<file path="src/rtl/mips16_pkg.sv">
// Shared definitions for the 16-bit MIPS-style core: opcodes, ALU control
// encodings (also used by the ALU), datapath select encodings and control states.
package mips16_pkg;

  localparam logic [3:0] OP_RTYPE = 4'b0000;
  localparam logic [3:0] OP_LW    = 4'b0001;
  localparam logic [3:0] OP_SW    = 4'b0010;
  localparam logic [3:0] OP_BEQ   = 4'b0011;
  localparam logic [3:0] OP_ADDI  = 4'b0100;
  localparam logic [3:0] OP_ORI   = 4'b0101;
  localparam logic [3:0] OP_SLTI  = 4'b0110;
  localparam logic [3:0] OP_J     = 4'b0111;

  localparam logic [2:0] FUNCT_ILLEGAL = 3'b101;

  typedef enum logic [2:0] {
    ALU_AND = 3'b000,
    ALU_OR  = 3'b001,
    ALU_ADD = 3'b010,
    ALU_XOR = 3'b011,
    ALU_NOR = 3'b100,
    ALU_SUB = 3'b110,
    ALU_SLT = 3'b111
  } alu_ctrl_t;

  localparam logic [1:0] SRCB_B      = 2'b00;
  localparam logic [1:0] SRCB_TWO    = 2'b01;
  localparam logic [1:0] SRCB_IMM    = 2'b10;
  localparam logic [1:0] SRCB_IMM_SH = 2'b11;

  localparam logic [1:0] PCSRC_ALU    = 2'b00;
  localparam logic [1:0] PCSRC_ALUOUT = 2'b01;
  localparam logic [1:0] PCSRC_JUMP   = 2'b10;

  typedef enum logic [3:0] {
    ST_FETCH     = 4'd0,
    ST_DECODE    = 4'd1,
    ST_MEM_ADDR  = 4'd2,
    ST_MEM_READ  = 4'd3,
    ST_MEM_WB    = 4'd4,
    ST_MEM_WRITE = 4'd5,
    ST_EXEC_R    = 4'd6,
    ST_R_WB      = 4'd7,
    ST_EXEC_I    = 4'd8,
    ST_I_WB      = 4'd9,
    ST_BRANCH    = 4'd10,
    ST_JUMP      = 4'd11
  } state_t;

  // Which flavour of ALU operation a state asks for.
  typedef enum logic [1:0] {
    CLS_ADD    = 2'd0,
    CLS_RTYPE  = 2'd1,
    CLS_ITYPE  = 2'd2,
    CLS_BRANCH = 2'd3
  } alu_class_t;

  // States that wait on mem_ready and therefore run the wait counter.
  function automatic logic is_mem_state(input state_t st);
    return (st == ST_FETCH) || (st == ST_MEM_READ) || (st == ST_MEM_WRITE);
  endfunction

endpackage

</file>
<file path="src/rtl/alu_op_decode.sv">
// Combinational map of (ALU class, opcode, funct) to ALU control and illegal flag.
// Zero latency; no flow control.
module alu_op_decode
  import mips16_pkg::*;
(
  input  alu_class_t  i_cls,
  input  logic [3:0]  i_opcode,
  input  logic [2:0]  i_funct,
  output logic [2:0]  o_alu_ctrl,
  output logic        o_illegal
);

  alu_ctrl_t w_ctrl;

  always_comb begin
    w_ctrl = ALU_ADD;
    case (i_cls)
      CLS_RTYPE: begin
        if (i_funct != FUNCT_ILLEGAL) w_ctrl = alu_ctrl_t'(i_funct);
      end
      CLS_ITYPE: begin
        case (i_opcode)
          OP_ORI:  w_ctrl = ALU_OR;
          OP_SLTI: w_ctrl = ALU_SLT;
          default: w_ctrl = ALU_ADD;
        endcase
      end
      CLS_BRANCH: w_ctrl = ALU_SUB;
      default:    w_ctrl = ALU_ADD;
    endcase
  end

  assign o_alu_ctrl = w_ctrl;
  assign o_illegal  = i_opcode[3] | ((i_opcode == OP_RTYPE) && (i_funct == FUNCT_ILLEGAL));

endmodule

</file>
<file path="src/rtl/mc_control.sv">
// Multicycle control FSM: FETCH/DECODE/EXEC/MEM/WB sequencing with a memory
// wait counter that aborts to FETCH after MEM_WAIT_MAX stalled cycles (0 = never).
module mc_control
  import mips16_pkg::*;
#(
  parameter int unsigned MEM_WAIT_MAX = 15
) (
  input  logic       clk,
  input  logic       rst_n,
  input  logic [3:0] opcode,
  input  logic [2:0] funct,
  input  logic       zero,
  input  logic       mem_ready,
  output logic       pc_en,
  output logic       iord,
  output logic       mem_read,
  output logic       mem_write,
  output logic       ir_write,
  output logic       reg_write,
  output logic       reg_dst,
  output logic       mem_to_reg,
  output logic       alu_src_a,
  output logic [1:0] alu_src_b,
  output logic [2:0] alu_ctrl,
  output logic [1:0] pc_source,
  output logic       illegal_op,
  output logic       mem_timeout
);

  localparam logic [7:0] WAIT_MAX = 8'(MEM_WAIT_MAX);

  state_t     r_state;
  state_t     w_next_state;
  logic [7:0] r_wait_cnt;
  logic       w_timeout;
  logic       w_illegal;
  alu_class_t w_cls;
  logic [2:0] w_alu_ctrl;

  logic       w_pc_en, w_iord, w_mem_read, w_mem_write, w_ir_write;
  logic       w_reg_write, w_reg_dst, w_mem_to_reg, w_alu_src_a;
  logic [1:0] w_alu_src_b, w_pc_source;
  logic       w_illegal_op;

  // A ready memory in the limit cycle completes normally rather than aborting.
  assign w_timeout = (WAIT_MAX != 8'd0) && is_mem_state(r_state) && !mem_ready
                     && (r_wait_cnt == WAIT_MAX);

  always_comb begin
    case (r_state)
      ST_EXEC_R: w_cls = CLS_RTYPE;
      ST_EXEC_I: w_cls = CLS_ITYPE;
      ST_BRANCH: w_cls = CLS_BRANCH;
      default:   w_cls = CLS_ADD;
    endcase
  end

  alu_op_decode u_alu_op_decode (
    .i_cls      (w_cls),
    .i_opcode   (opcode),
    .i_funct    (funct),
    .o_alu_ctrl (w_alu_ctrl),
    .o_illegal  (w_illegal)
  );

  always_ff @(posedge clk or negedge rst_n) begin
    if (!rst_n) r_state <= ST_FETCH;
    else        r_state <= w_next_state;
  end

  // A FETCH abort stays in FETCH, so the timeout clears the counter explicitly.
  always_ff @(posedge clk or negedge rst_n) begin
    if (!rst_n)                                       r_wait_cnt <= 8'd0;
    else if ((w_next_state != r_state) || w_timeout)  r_wait_cnt <= 8'd0;
    else if (is_mem_state(r_state) && !mem_ready)     r_wait_cnt <= r_wait_cnt + 8'd1;
  end

  always_comb begin
    w_next_state = r_state;
    case (r_state)
      ST_FETCH: begin
        if (mem_ready)      w_next_state = ST_DECODE;
        else if (w_timeout) w_next_state = ST_FETCH;
      end
      ST_DECODE: begin
        if (w_illegal) w_next_state = ST_FETCH;
        else begin
          case (opcode)
            OP_RTYPE:                 w_next_state = ST_EXEC_R;
            OP_LW, OP_SW:             w_next_state = ST_MEM_ADDR;
            OP_BEQ:                   w_next_state = ST_BRANCH;
            OP_ADDI, OP_ORI, OP_SLTI: w_next_state = ST_EXEC_I;
            OP_J:                     w_next_state = ST_JUMP;
            default:                  w_next_state = ST_FETCH;
          endcase
        end
      end
      ST_MEM_ADDR:  w_next_state = (opcode == OP_SW) ? ST_MEM_WRITE : ST_MEM_READ;
      ST_MEM_READ: begin
        if (mem_ready)      w_next_state = ST_MEM_WB;
        else if (w_timeout) w_next_state = ST_FETCH;
      end
      ST_MEM_WRITE: begin
        if (mem_ready || w_timeout) w_next_state = ST_FETCH;
      end
      ST_MEM_WB, ST_R_WB, ST_I_WB, ST_BRANCH, ST_JUMP: w_next_state = ST_FETCH;
      ST_EXEC_R:    w_next_state = ST_R_WB;
      ST_EXEC_I:    w_next_state = ST_I_WB;
      default:      w_next_state = ST_FETCH;
    endcase
  end

  always_comb begin
    w_pc_en      = 1'b0;
    w_iord       = 1'b0;
    w_mem_read   = 1'b0;
    w_mem_write  = 1'b0;
    w_ir_write   = 1'b0;
    w_reg_write  = 1'b0;
    w_reg_dst    = 1'b0;
    w_mem_to_reg = 1'b0;
    w_alu_src_a  = 1'b0;
    w_alu_src_b  = SRCB_B;
    w_pc_source  = PCSRC_ALU;
    w_illegal_op = 1'b0;
    case (r_state)
      ST_FETCH: begin
        w_mem_read  = 1'b1;
        w_alu_src_b = SRCB_TWO;
        w_ir_write  = mem_ready;
        w_pc_en     = mem_ready;
      end
      ST_DECODE: begin
        w_alu_src_b  = SRCB_IMM_SH;
        w_illegal_op = w_illegal;
      end
      ST_MEM_ADDR: begin
        w_alu_src_a = 1'b1;
        w_alu_src_b = SRCB_IMM;
      end
      ST_MEM_READ: begin
        w_mem_read = 1'b1;
        w_iord     = 1'b1;
      end
      ST_MEM_WB: begin
        w_reg_write  = 1'b1;
        w_mem_to_reg = 1'b1;
      end
      ST_MEM_WRITE: begin
        w_mem_write = 1'b1;
        w_iord      = 1'b1;
      end
      ST_EXEC_R: w_alu_src_a = 1'b1;
      ST_R_WB: begin
        w_reg_write = 1'b1;
        w_reg_dst   = 1'b1;
      end
      ST_EXEC_I: begin
        w_alu_src_a = 1'b1;
        w_alu_src_b = SRCB_IMM;
      end
      ST_I_WB: w_reg_write = 1'b1;
      ST_BRANCH: begin
        w_alu_src_a = 1'b1;
        w_pc_source = PCSRC_ALUOUT;
        w_pc_en     = zero;
      end
      ST_JUMP: begin
        w_pc_source = PCSRC_JUMP;
        w_pc_en     = 1'b1;
      end
      default: ;
    endcase
  end

  // Enables and strobes are held low for the whole reset assertion.
  assign pc_en       = w_pc_en      & rst_n;
  assign ir_write    = w_ir_write   & rst_n;
  assign reg_write   = w_reg_write  & rst_n;
  assign mem_write   = w_mem_write  & rst_n;
  assign mem_read    = w_mem_read   & rst_n;
  assign illegal_op  = w_illegal_op & rst_n;
  assign mem_timeout = w_timeout    & rst_n;
  assign iord        = w_iord;
  assign reg_dst     = w_reg_dst;
  assign mem_to_reg  = w_mem_to_reg;
  assign alu_src_a   = w_alu_src_a;
  assign alu_src_b   = w_alu_src_b;
  assign alu_ctrl    = w_alu_ctrl;
  assign pc_source   = w_pc_source;

endmodule

</file>
<file path="config.mk">
export PLATFORM = sky130hd
export DESIGN_NAME = mc_control
export DESIGN_NICKNAME = d
export VERILOG_FILES = /design/src/rtl/mips16_pkg.sv /design/src/rtl/alu_op_decode.sv /design/src/rtl/mc_control.sv
export SDC_FILE = /design/constraint.sdc
export NUM_CORES = 1
export LEC_CHECK = 0
export CORE_ASPECT_RATIO = 0.7
export CORE_UTILIZATION = 49
export DETAILED_ROUTE_END_ITERATION = 10
export GPL_ROUTABILITY_DRIVEN = 0
export PLACE_DENSITY = 0.81
export REMOVE_ABC_BUFFERS = 1
export SLEW_MARGIN = 20
export SYNTH_ARGS = -nofsm -noshare
export SYNTH_HDL_FRONTEND = slang
export SYNTH_SLANG_ARGS = --single-unit
</file>
<file path="constraint.sdc">
create_clock -name clk -period 2.15 [get_ports clk]
set_input_delay 0.3225 -clock clk [delete_from_list [all_inputs] [get_ports clk]]
set_output_delay 0.3225 -clock clk [all_outputs]
set_load 0.02 [all_outputs]
</file>
## Word-level counts from Yosys, hierarchy flattened

Memories as Yosys holds them, arrays and structs flattened.
Index checks and enable logic that the tools add are counted.

- Register bits: 12
- Bits in read-only memories: 32
- Input bits: 11
- Output and inout bits: 18
- Word-level logic and storage cells: 75
- Memories: 1

Memory list:

| name | depth | width | read ports | clocked after memory_dff | wr ports | line | RTL |
|---|---|---|---|---|---|---|---|
| (name not given) | 8 | 4 | 1 | 0 | 0 | mc_control.sv:88 | `case (opcode)` |

- $add $sub $neg: 1
- Equal/unequal tests: 21
- Multiplexer cells: 26
- Bitwise operators: 8
- Reduce and logical (&&, ||, !) cells: 16

Operator list:

| cell | count |
|---|---|
| one-hot mux 4 bit (7 select lines) | 1 |
| == test 4 x 3 -> 1 bit (second input constant) | 6 |
| 2-to-1 mux 4 bit | 6 |
| == test 4 bit (second input constant) | 4 |
| 2-to-1 mux 8 bit | 2 |
| == test 4 x 2 -> 1 bit (second input constant) | 3 |
| one-hot mux 2 bit (3 select lines) | 2 |
| 2-to-1 mux 1 bit | 9 |
| one-hot mux 3 bit (3 select lines) | 1 |
| adder 8 x 1 -> 8 bit (second input constant) | 1 |
| == test 8 x 4 -> 1 bit (second input constant) | 1 |
| zero test 4 bit | 2 |
| AND 1 bit | 7 |
| 2-to-1 mux 3 bit | 2 |
| one-hot mux 3 bit (2 select lines) | 1 |
| OR reduction 2 bit | 3 |
| == test 2 bit (second input constant) | 2 |
| == test 4 x 1 -> 1 bit (second input constant) | 1 |
| logical OR 1 bit | 4 |
| != test 4 bit | 1 |
| one-hot mux 2 bit (2 select lines) | 1 |
| OR reduction 4 bit | 1 |
| == test 3 bit (second input constant) | 1 |
| logical AND 1 bit | 3 |
| 7 further kinds | 7 |

## Logic depth before layout (Yosys ltp)

Gate-level depths: netlist of the first run.

- Depth in word-level cells: 11
- Mapped depth: 7
- Mapped depth without buffers: 6

## Cells and area by module

Synthesis of the first run repeated with hierarchy kept, for this count alone.

- Cell total of the unflattened synthesis: 155
- Area total of the unflattened synthesis: 1159.9 sq um

Modules (own cells, without submodules):

| module | times used | cells an instance | area each (sq um) | sequential area each (sq um) |
|---|---|---|---|---|
| mc_control | 1 | 140 | 1047.3 | 300.3 |
| alu_op_decode | 1 | 15 | 112.6 | 0.0 |

## Least setup slack after synthesis of the first run

Ideal clock, no wire load.

- Path type: flip-flop to output port
- Start: register r_state[3]
- End: output port mem_timeout
- Arrival time: 1.523 ns
- Data required time: 1.827 ns
- Path slack: 0.305 ns
- Cell stages (with the launch flop): 6
- Path buffers: 2
- Cell sequence: dfrtp_1 -> buf_2 -> nor4b_1 -> a22o_1 -> buf_2 -> and3_1

- Cells in the longest elaborated chain, start to end: 6
- Elaborated cells on any way between the ends: 8
- Classes of those cells: eq/ne (2); bitwise (1); reduce/logical (5)

RTL lines:

| item | line | RTL |
|---|---|---|
| start, declared | mc_control.sv:32 | `state_t r_state;` |
| start signal, assigned | mc_control.sv:68 | `else r_state <= w_next_state;` |
| == test 4 x 2 -> 1 bit / zero test 4 bit (equally long branches) | mips16_pkg.sv:60 | `return (st == ST_FETCH) \|\| (st == ST_MEM_READ) \|\| (st == ST_MEM_WRITE);` |
| logical OR 1 bit | mips16_pkg.sv:60 |  |
| logical OR 1 bit * | mips16_pkg.sv:60 |  |
| logical AND 1 bit * | mc_control.sv:46 | `assign w_timeout = (WAIT_MAX != 8'd0) && is_mem_state(r_state) && !mem_ready` |
| logical AND 1 bit * | mc_control.sv:47 | `&& (r_wait_cnt == WAIT_MAX);` |
| AND 1 bit * | mc_control.sv:183 | `assign mem_timeout = w_timeout & rst_n;` |
| end, declared | mc_control.sv:27 | `output logic mem_timeout` |

Mark *: on every way between the ends. The rest lies on a longest branch, timed or not.

## Worst setup path after layout of the first run

- Start: register r_state[3]
- End: register r_wait_cnt[0]

- Cells in the longest elaborated chain, start to end: 11
- Elaborated cells on any way between the ends: 21
- Classes of those cells: eq/ne (7); mux (6); reduce/logical (8)

RTL lines:

| item | line | RTL |
|---|---|---|
| == test 4 x 2 -> 1 bit / zero test 4 bit (equally long branches) | mips16_pkg.sv:60, mc_control.sv:80 |  |
| logical OR 1 bit (2 in a row) | mips16_pkg.sv:60 |  |
| logical AND 1 bit | mc_control.sv:46, mc_control.sv:75 |  |
| logical AND 1 bit | mc_control.sv:47 |  |
| 2-to-1 mux 4 bit / logical OR 1 bit (equally long branches) | mc_control.sv:83, mc_control.sv:101, mc_control.sv:104 |  |
| 2-to-1 mux 4 bit (on tied branches) | mc_control.sv:100, mc_control.sv:82, mc_control.sv:104 |  |
| one-hot mux 4 bit (7 select lines) | mc_control.sv:80 | `case (r_state)` |
| != test 4 bit | mc_control.sv:74 | `else if ((w_next_state != r_state) \|\| w_timeout) r_wait_cnt <= 8'd0;` |
| logical OR 1 bit | mc_control.sv:74 |  |
| 2-to-1 mux 8 bit / nonzero test 2 bit (equally long branches) | - |  |
| end signal, assigned | mc_control.sv:75 | `else if (is_mem_state(r_state) && !mem_ready) r_wait_cnt <= r_wait_cnt + 8'd1;` |
| end, declared | mc_control.sv:34 | `logic [7:0] r_wait_cnt;` |

Several ways; a longest one is shown, not always the timed one.
A chain may end at the register's enable or synchronous reset.

==> run summary, run 1 <==
Setup Total Neg Slack: 0 ns
Worst-skew pair later-pin latency: 0.27 ns
Crit path DAT: 2.34 ns
Kind of critical path: flop to flop
WP depth: 6
Seq cells post-synth: 12
Synth area leader: dfrtp_1
N_diodes: 0
Syn Area/Cell: 7.67 µm²
Worst Path Max Fanout: 8
Core area: 2170 µm²
Layout cells sized above 1: 30.5%
Die ar.: 2520 µm²
I/O pin cnt: 29
DRC: 0
IR drop worst, VDD: 736 µV
Synth Cell Area: 1130 µm²
Initial antenna violation count: 0
Fin nets: 214
Post-synth EDFFs: 0
Startpoint types: flop
Final ANT Viol Nets: 0
Outcome: completed
First-pass GRT wire length: 5380 µm
Fmax: 0.467 GHz
Seq/Total Area, Yosys: 26.5%
TritonCTS buffer count: 3
Largest family of logic cells by synthesized area: simple AND/OR/NAND/NOR gates
Clk buf depth: 2
Worst-Margin Slew: 0.372 ns
Overflow after GRT: 0
Filler cell count in the final layout: 161
Cell variety after synth: 47
Synth Area in Compound Gates: 18.9%
Clock Tree Root: clkbuf_4
RSZ-0062 raised after global routing: true
YS warnings: 0
Minimum clock period: 2.14 ns
Routed WL per cell: 15.1 µm
Die Y: 42.3 µm
Die Wd: 59.5 µm
Asr flop ratio synth: 100%
Starting Density: 52.2%
Vias: 1,309
Met3 WL: 263 µm
Buf+Inv Stages, Crit Path: 1
Fin. Hold Viols: 0
DP Area: 1640 µm²
Synth Area in Adders: 1.10%
Pwr Total: 1780 µW
CTS sink count: 12
R2R Path End: r_wait_cnt[0]$_DFFE_PN0P_
Net Switching: 863 µW
Logic pwr share: 74.0%
I/O Buffers: 28
Largest net degree at the start of global routing: 15
Pre-antenna DRT Iters: 4
Vias in the first global route: 1,139
Leak: 0.000848 µW
Top sig layer: met4
Clock power share: 7.5%
Critical path origin: r_state[3]$_DFF_PN0_
Final Slew Violations: 0
RR Startpoint: r_state[3]$_DFF_PN0_
Post-Route WL: 3500 µm
Commonest cells after routing, fill and taps aside: buf_4 (34), nand2_1 (14), nor2_1 (13)
Detailed Place HPWL: 2700 µm
Worst setup EP type: flop
Max_slew headroom: 74.8%
Synth-to-layout area growth: 51.6%
FP Rows: 14
Metal-1 WL: 1630 µm
H-Tree Level Count: 1
Critical path's slowest cell: or4b_1
Synth area leaders: dfrtp_1 (26%), nor2_1 (6.3%), xor2_1 (5.4%)
Final Skew: 0.00406 ns
Hold buffer count at CTS: 0
Met2 WL: 1590 µm
Worst r2r path cells: 6
Crit path cell chain: buf_4 > or4b_1 > or3_4 > o311ai_4 > nand4_4 > nor2_1
Max-Cap Viols: 0
Switching Share: 48.5%
Min-delay worst type: input pin to async pin
Cell Pwr Density: 1030 nW/µm²
R2R setup slack: 0.01 ns
Most common cell after layout, fill and taps aside: buf_4
Top FF cell, synth: dfrtp_1
CTS tree: yes
CP top delay family: simple AND/OR/NAND/NOR gates
Top-area cell type share of the netlist area: 26.5%
Internal Power: 918 µW
Total GRT Usage: 28.5%
Post-Syn Instances: 148
Via density: 5.64
Synth Area in XOR/XNOR: 7.72%
# setup viols final: 0
Mux share of post-synthesis cell area: 0.882%
Reg clk slew, reported paths: 0.07 ns
CP required: 2.35 ns
Synthesized-area fraction occupied by and/or/nand/nor cells: 38.5%
Slowest stage delay, CP: 0.57 ns
Sequential Power Share: 18.5%
Fin area: 1720 µm²
Tcrit/Tclk final: 99.5%
Initial DRC Count: 78
==> through the flow <==
step	setup WS, ns	std cells	util (%)	hold WS (ns)
6_report	0.0107	232	79.2	0.408
5_1_grt	-0.0776	232	79.2	0.396
4_1_cts	-0.0321	230	76.7	0.405
3_5_place_dp	-0.420	227	75.3	0.560
3_3_place_gp	-0.426	227	75.3	0.542
2_1_floorplan	0.175	136	-	0.0269
==> worst max path at each step <==
stage                                           end
after floorplan                         mem_timeout
after global placement                  mem_timeout
after detailed placement                mem_timeout
after CTS                               alu_ctrl[1]
after global routing      r_wait_cnt[0]$_DFFE_PN0P_
final                     r_wait_cnt[0]$_DFFE_PN0P_
==> cell families after synthesis <==
family	Yosys count
XOR/XNOR	10
buffers and inverters	18
AND/OR/NAND/NOR	77
AO/OA/AOI/OAI	29
adder cells (fa/ha/maj)	1
flip-flops	12
multiplexers	1
==> cell usage after synthesis (all sizes together), types with 2 or more instances <==
library cell and instances:
nand2b 8, nand2 14, nor2b 3, nand4 6, clkbuf 5, o311ai 2, or4 2, buf 7
or4b 2, dfrtp 12, nor2 19, o21ai 5, o211ai 3, or3 2, and3 3, nor4b 2
inv 6, o22ai 2, a21oi 7, xor2 7, nor3 8, xnor2 3, nor4 2
==> flip-flops by register name (all words and copies together), names as in the netlist <==
| register | flops |
|---|---|
| r_wait_cnt | 8 |
| r_state | 4 |
==> power by group through the flow <==
stage	sequential, µW	combinational [µW]	clock (µW)
after global routing	332	1410	145
after detailed placement	326	1260	0
after global placement	326	1220	0
after CTS	336	1220	133
final	330	1320	133
after floorplan	394	611	0
==> final cells by class <==
| type | count | area, µm² | share of cell area (%) |
|---|---|---|---|
| multi-input combinational | 118 | 820 | 47.6 |
| inverter | 6 | 22.5 | 1.31 |
| tap | 32 | 40.0 | 2.33 |
| clock buffer | 3 | 22.5 | 1.31 |
| timing repair buffer | 61 | 512 | 29.7 |
| sequential | 12 | 304 | 17.7 |
==> repair_timing <==
action                     CTS  global route
buffers inserted             0             2
setup endpoints to repair   15            18
gates resized for setup     31            25
pin swaps                    2             9
==> layer usage <==
layer  GRT usage [%]  up-vias
li1                -      642
met4            6.05        0
met3            3.09        2
met2            41.3       49
met5               0        -
met1            45.1      616
==> worst register-to-register path, delay by kind of cell (launching register included) <==
kind	cells	cell delay (ns)
buffers and inverters	1	0.16
AND/OR/NAND/NOR	4	1.38
flip-flops	1	0.43
AO/OA/AOI/OAI	1	0.11
Power figures use the tool's default switching activity.
==> inputs of run 2 (changes only) <==
--- a/config.mk
+++ b/config.mk
@@ -11,6 +11,7 @@
 export GPL_ROUTABILITY_DRIVEN = 0
 export PLACE_DENSITY = 0.81
 export REMOVE_ABC_BUFFERS = 1
+export SETUP_SLACK_MARGIN = 0.05
 export SLEW_MARGIN = 20
 export SYNTH_ARGS = -nofsm -noshare
 export SYNTH_HDL_FRONTEND = slang
==> run 2 against run 1 <==
Sequential share of layout area rose by 0.19 points. Critical endpoint is now alu_ctrl[1]. Via count fell by 0.61%. Routed wire length fell by 2.9%. Setup slack improved by 0.023 ns. Hold slack got worse by 0.00078 ns. Final area fell by 1.1%.
==> run summary, run 2 (synthesis results as in run 1) <==
Worst slack at placement: -0.420 ns
Fin nets: 214
I/O pin cnt: 29
Detailed Place HPWL: 2700 µm
Synth-to-layout area growth: 49.9%
# setup viols final: 0
Clock Tree Root: clkbuf_4
Total GRT Usage: 28.5%
Cell Pwr Density: 1030 nW/µm²
Startpoint types: flop
Hold Slack: 0.407 ns
Tcrit/Tclk final: 98.4%
Worst setup EP type: output pin
TritonCTS buffer count: 3
Worst setup margin: 0.0340 ns
Die ar.: 2520 µm²
Die Wd: 59.5 µm
Largest registers: r_wait_cnt: 8 flops, r_state: 4 flops
Largest Register: r_wait_cnt
Final ANT Viol Nets: 0
Commonest cells after routing, fill and taps aside: buf_4 (33), nand2_1 (14), nor2_1 (13)
Final Skew: 0.00647 ns
Pwr Total: 1750 µW
Fin area: 1700 µm²
Outcome: completed
DP Area: 1640 µm²
Via density: 5.61
Pre-antenna DRT Iters: 5
M3 GR Usage: 3.09%
Leak: 0.000810 µW
Kind of critical path: flop to output pin
RSZ-0062 raised after global routing: true
Vias: 1,301
Largest net degree at the start of global routing: 15
Largest register FFs: 8
Routed WL per cell: 14.6 µm
Fmax: 0.473 GHz
CTS tree: yes
Clk buf depth: 2
Initial antenna violation count: 0
Starting Density: 52.2%
I/O Buffers: 28
Crit path DAT: 1.79 ns
IR drop worst, VDD: 716 µV
First-pass GRT wire length: 5390 µm
Worst-Margin Slew: 0.373 ns
Met1 Use GR: 45.1%
FP Rows: 14
Overflow after GRT: 0
Minimum clock period: 2.12 ns
Min-delay worst type: input pin to async pin
Final Slew Violations: 0
Die Y: 42.3 µm
Worst Path Max Fanout: 7
Reg clk slew, reported paths: 0.07 ns
M2 GR Usage: 41.3%
Initial DRC Count: 70
Gr busiest metal: met1
Max_slew headroom: 74.8%
CTS sink count: 12
Post-Route WL: 3400 µm
Post-layout util: 78.3%
Hold buffer count at CTS: 0
Most common cell after layout, fill and taps aside: buf_4
CP required: 1.83 ns
Max-Cap Viols: 0
Vias in the first global route: 1,128
N_diodes: 0
Layout cells sized above 1: 31.5%
Worst-skew pair later-pin latency: 0.26 ns
DRC: 0
Core area: 2170 µm²
H-Tree Level Count: 1
Fin. Hold Viols: 0
==> run 2: area by class of cell <==
cell class / instances / area (µm²)
Fill cell: 161 / 470
Inverter: 6 / 22.5
Timing Repair Buffer: 61 / 489
Sequential cell: 12 / 304
Multi-Input combinational cell: 118 / 823
Tap cell: 32 / 40.0
Clock buffer: 3 / 22.5
==> run 2: metrics by stage <==
step / instances / TNS [ns]
global route: 232 / -0.0683
CTS: 230 / -0.0157
detailed placement: 227 / -3.27
global placement: 227 / -2.67
floorplan: 136 / 0
finish: 232 / 0
==> run 2: path summary, 6_finish.rpt <==
kind	from	end	slack, ns	cells after the start
hold / removal	rst_n	r_state[0]$_DFF_PN0_	0.41	2
setup reg to reg	r_state[3]$_DFF_PN0_	r_wait_cnt[0]$_DFFE_PN0P_	0.05	6
min in group clk	r_wait_cnt[6]$_DFFE_PN0P_	r_wait_cnt[6]$_DFFE_PN0P_	0.61	2
setup / recovery	r_state[2]$_DFF_PN0_	alu_ctrl[1]	0.03	4
max in group asynchronous	rst_n	r_state[3]$_DFF_PN0_	1.43	3
hold reg to reg	r_wait_cnt[6]$_DFFE_PN0P_	r_wait_cnt[6]$_DFFE_PN0P_	0.61	2
==> run 2: critical path: stages (launching register included) <==
cell      delay [ns]
dfrtp_2         0.46
nand2b_1        0.20
or4_4           0.43
o32a_1          0.29
buf_2           0.16
==> run 2: timing repair <==
| action | 4_1_cts | 5_1_grt |
|---|---|---|
| endpoints found under the hold margin | 0 | 0 |
| endpoints found under the setup margin | 26 | 18 |
| setup buffers | 0 | 2 |
| pin swaps | 3 | 7 |
| resized for setup | 38 | 21 |
==> run 2: per-layer routing <==
metal | vias to the layer above | routed length, µm
met1 | 617 | 1640
met3 | 0 | 208
li1 | 644 | -
met4 | 0 | 0
met5 | - | 0
met2 | 40 | 1550
==> run 2: where the power goes <==
group          switching (µW)  total [µW]  internal (µW)
Clock                    65.2         130           64.6
Sequential               59.0         330            271
Combinational             725        1290            562
Total                     849        1750            897
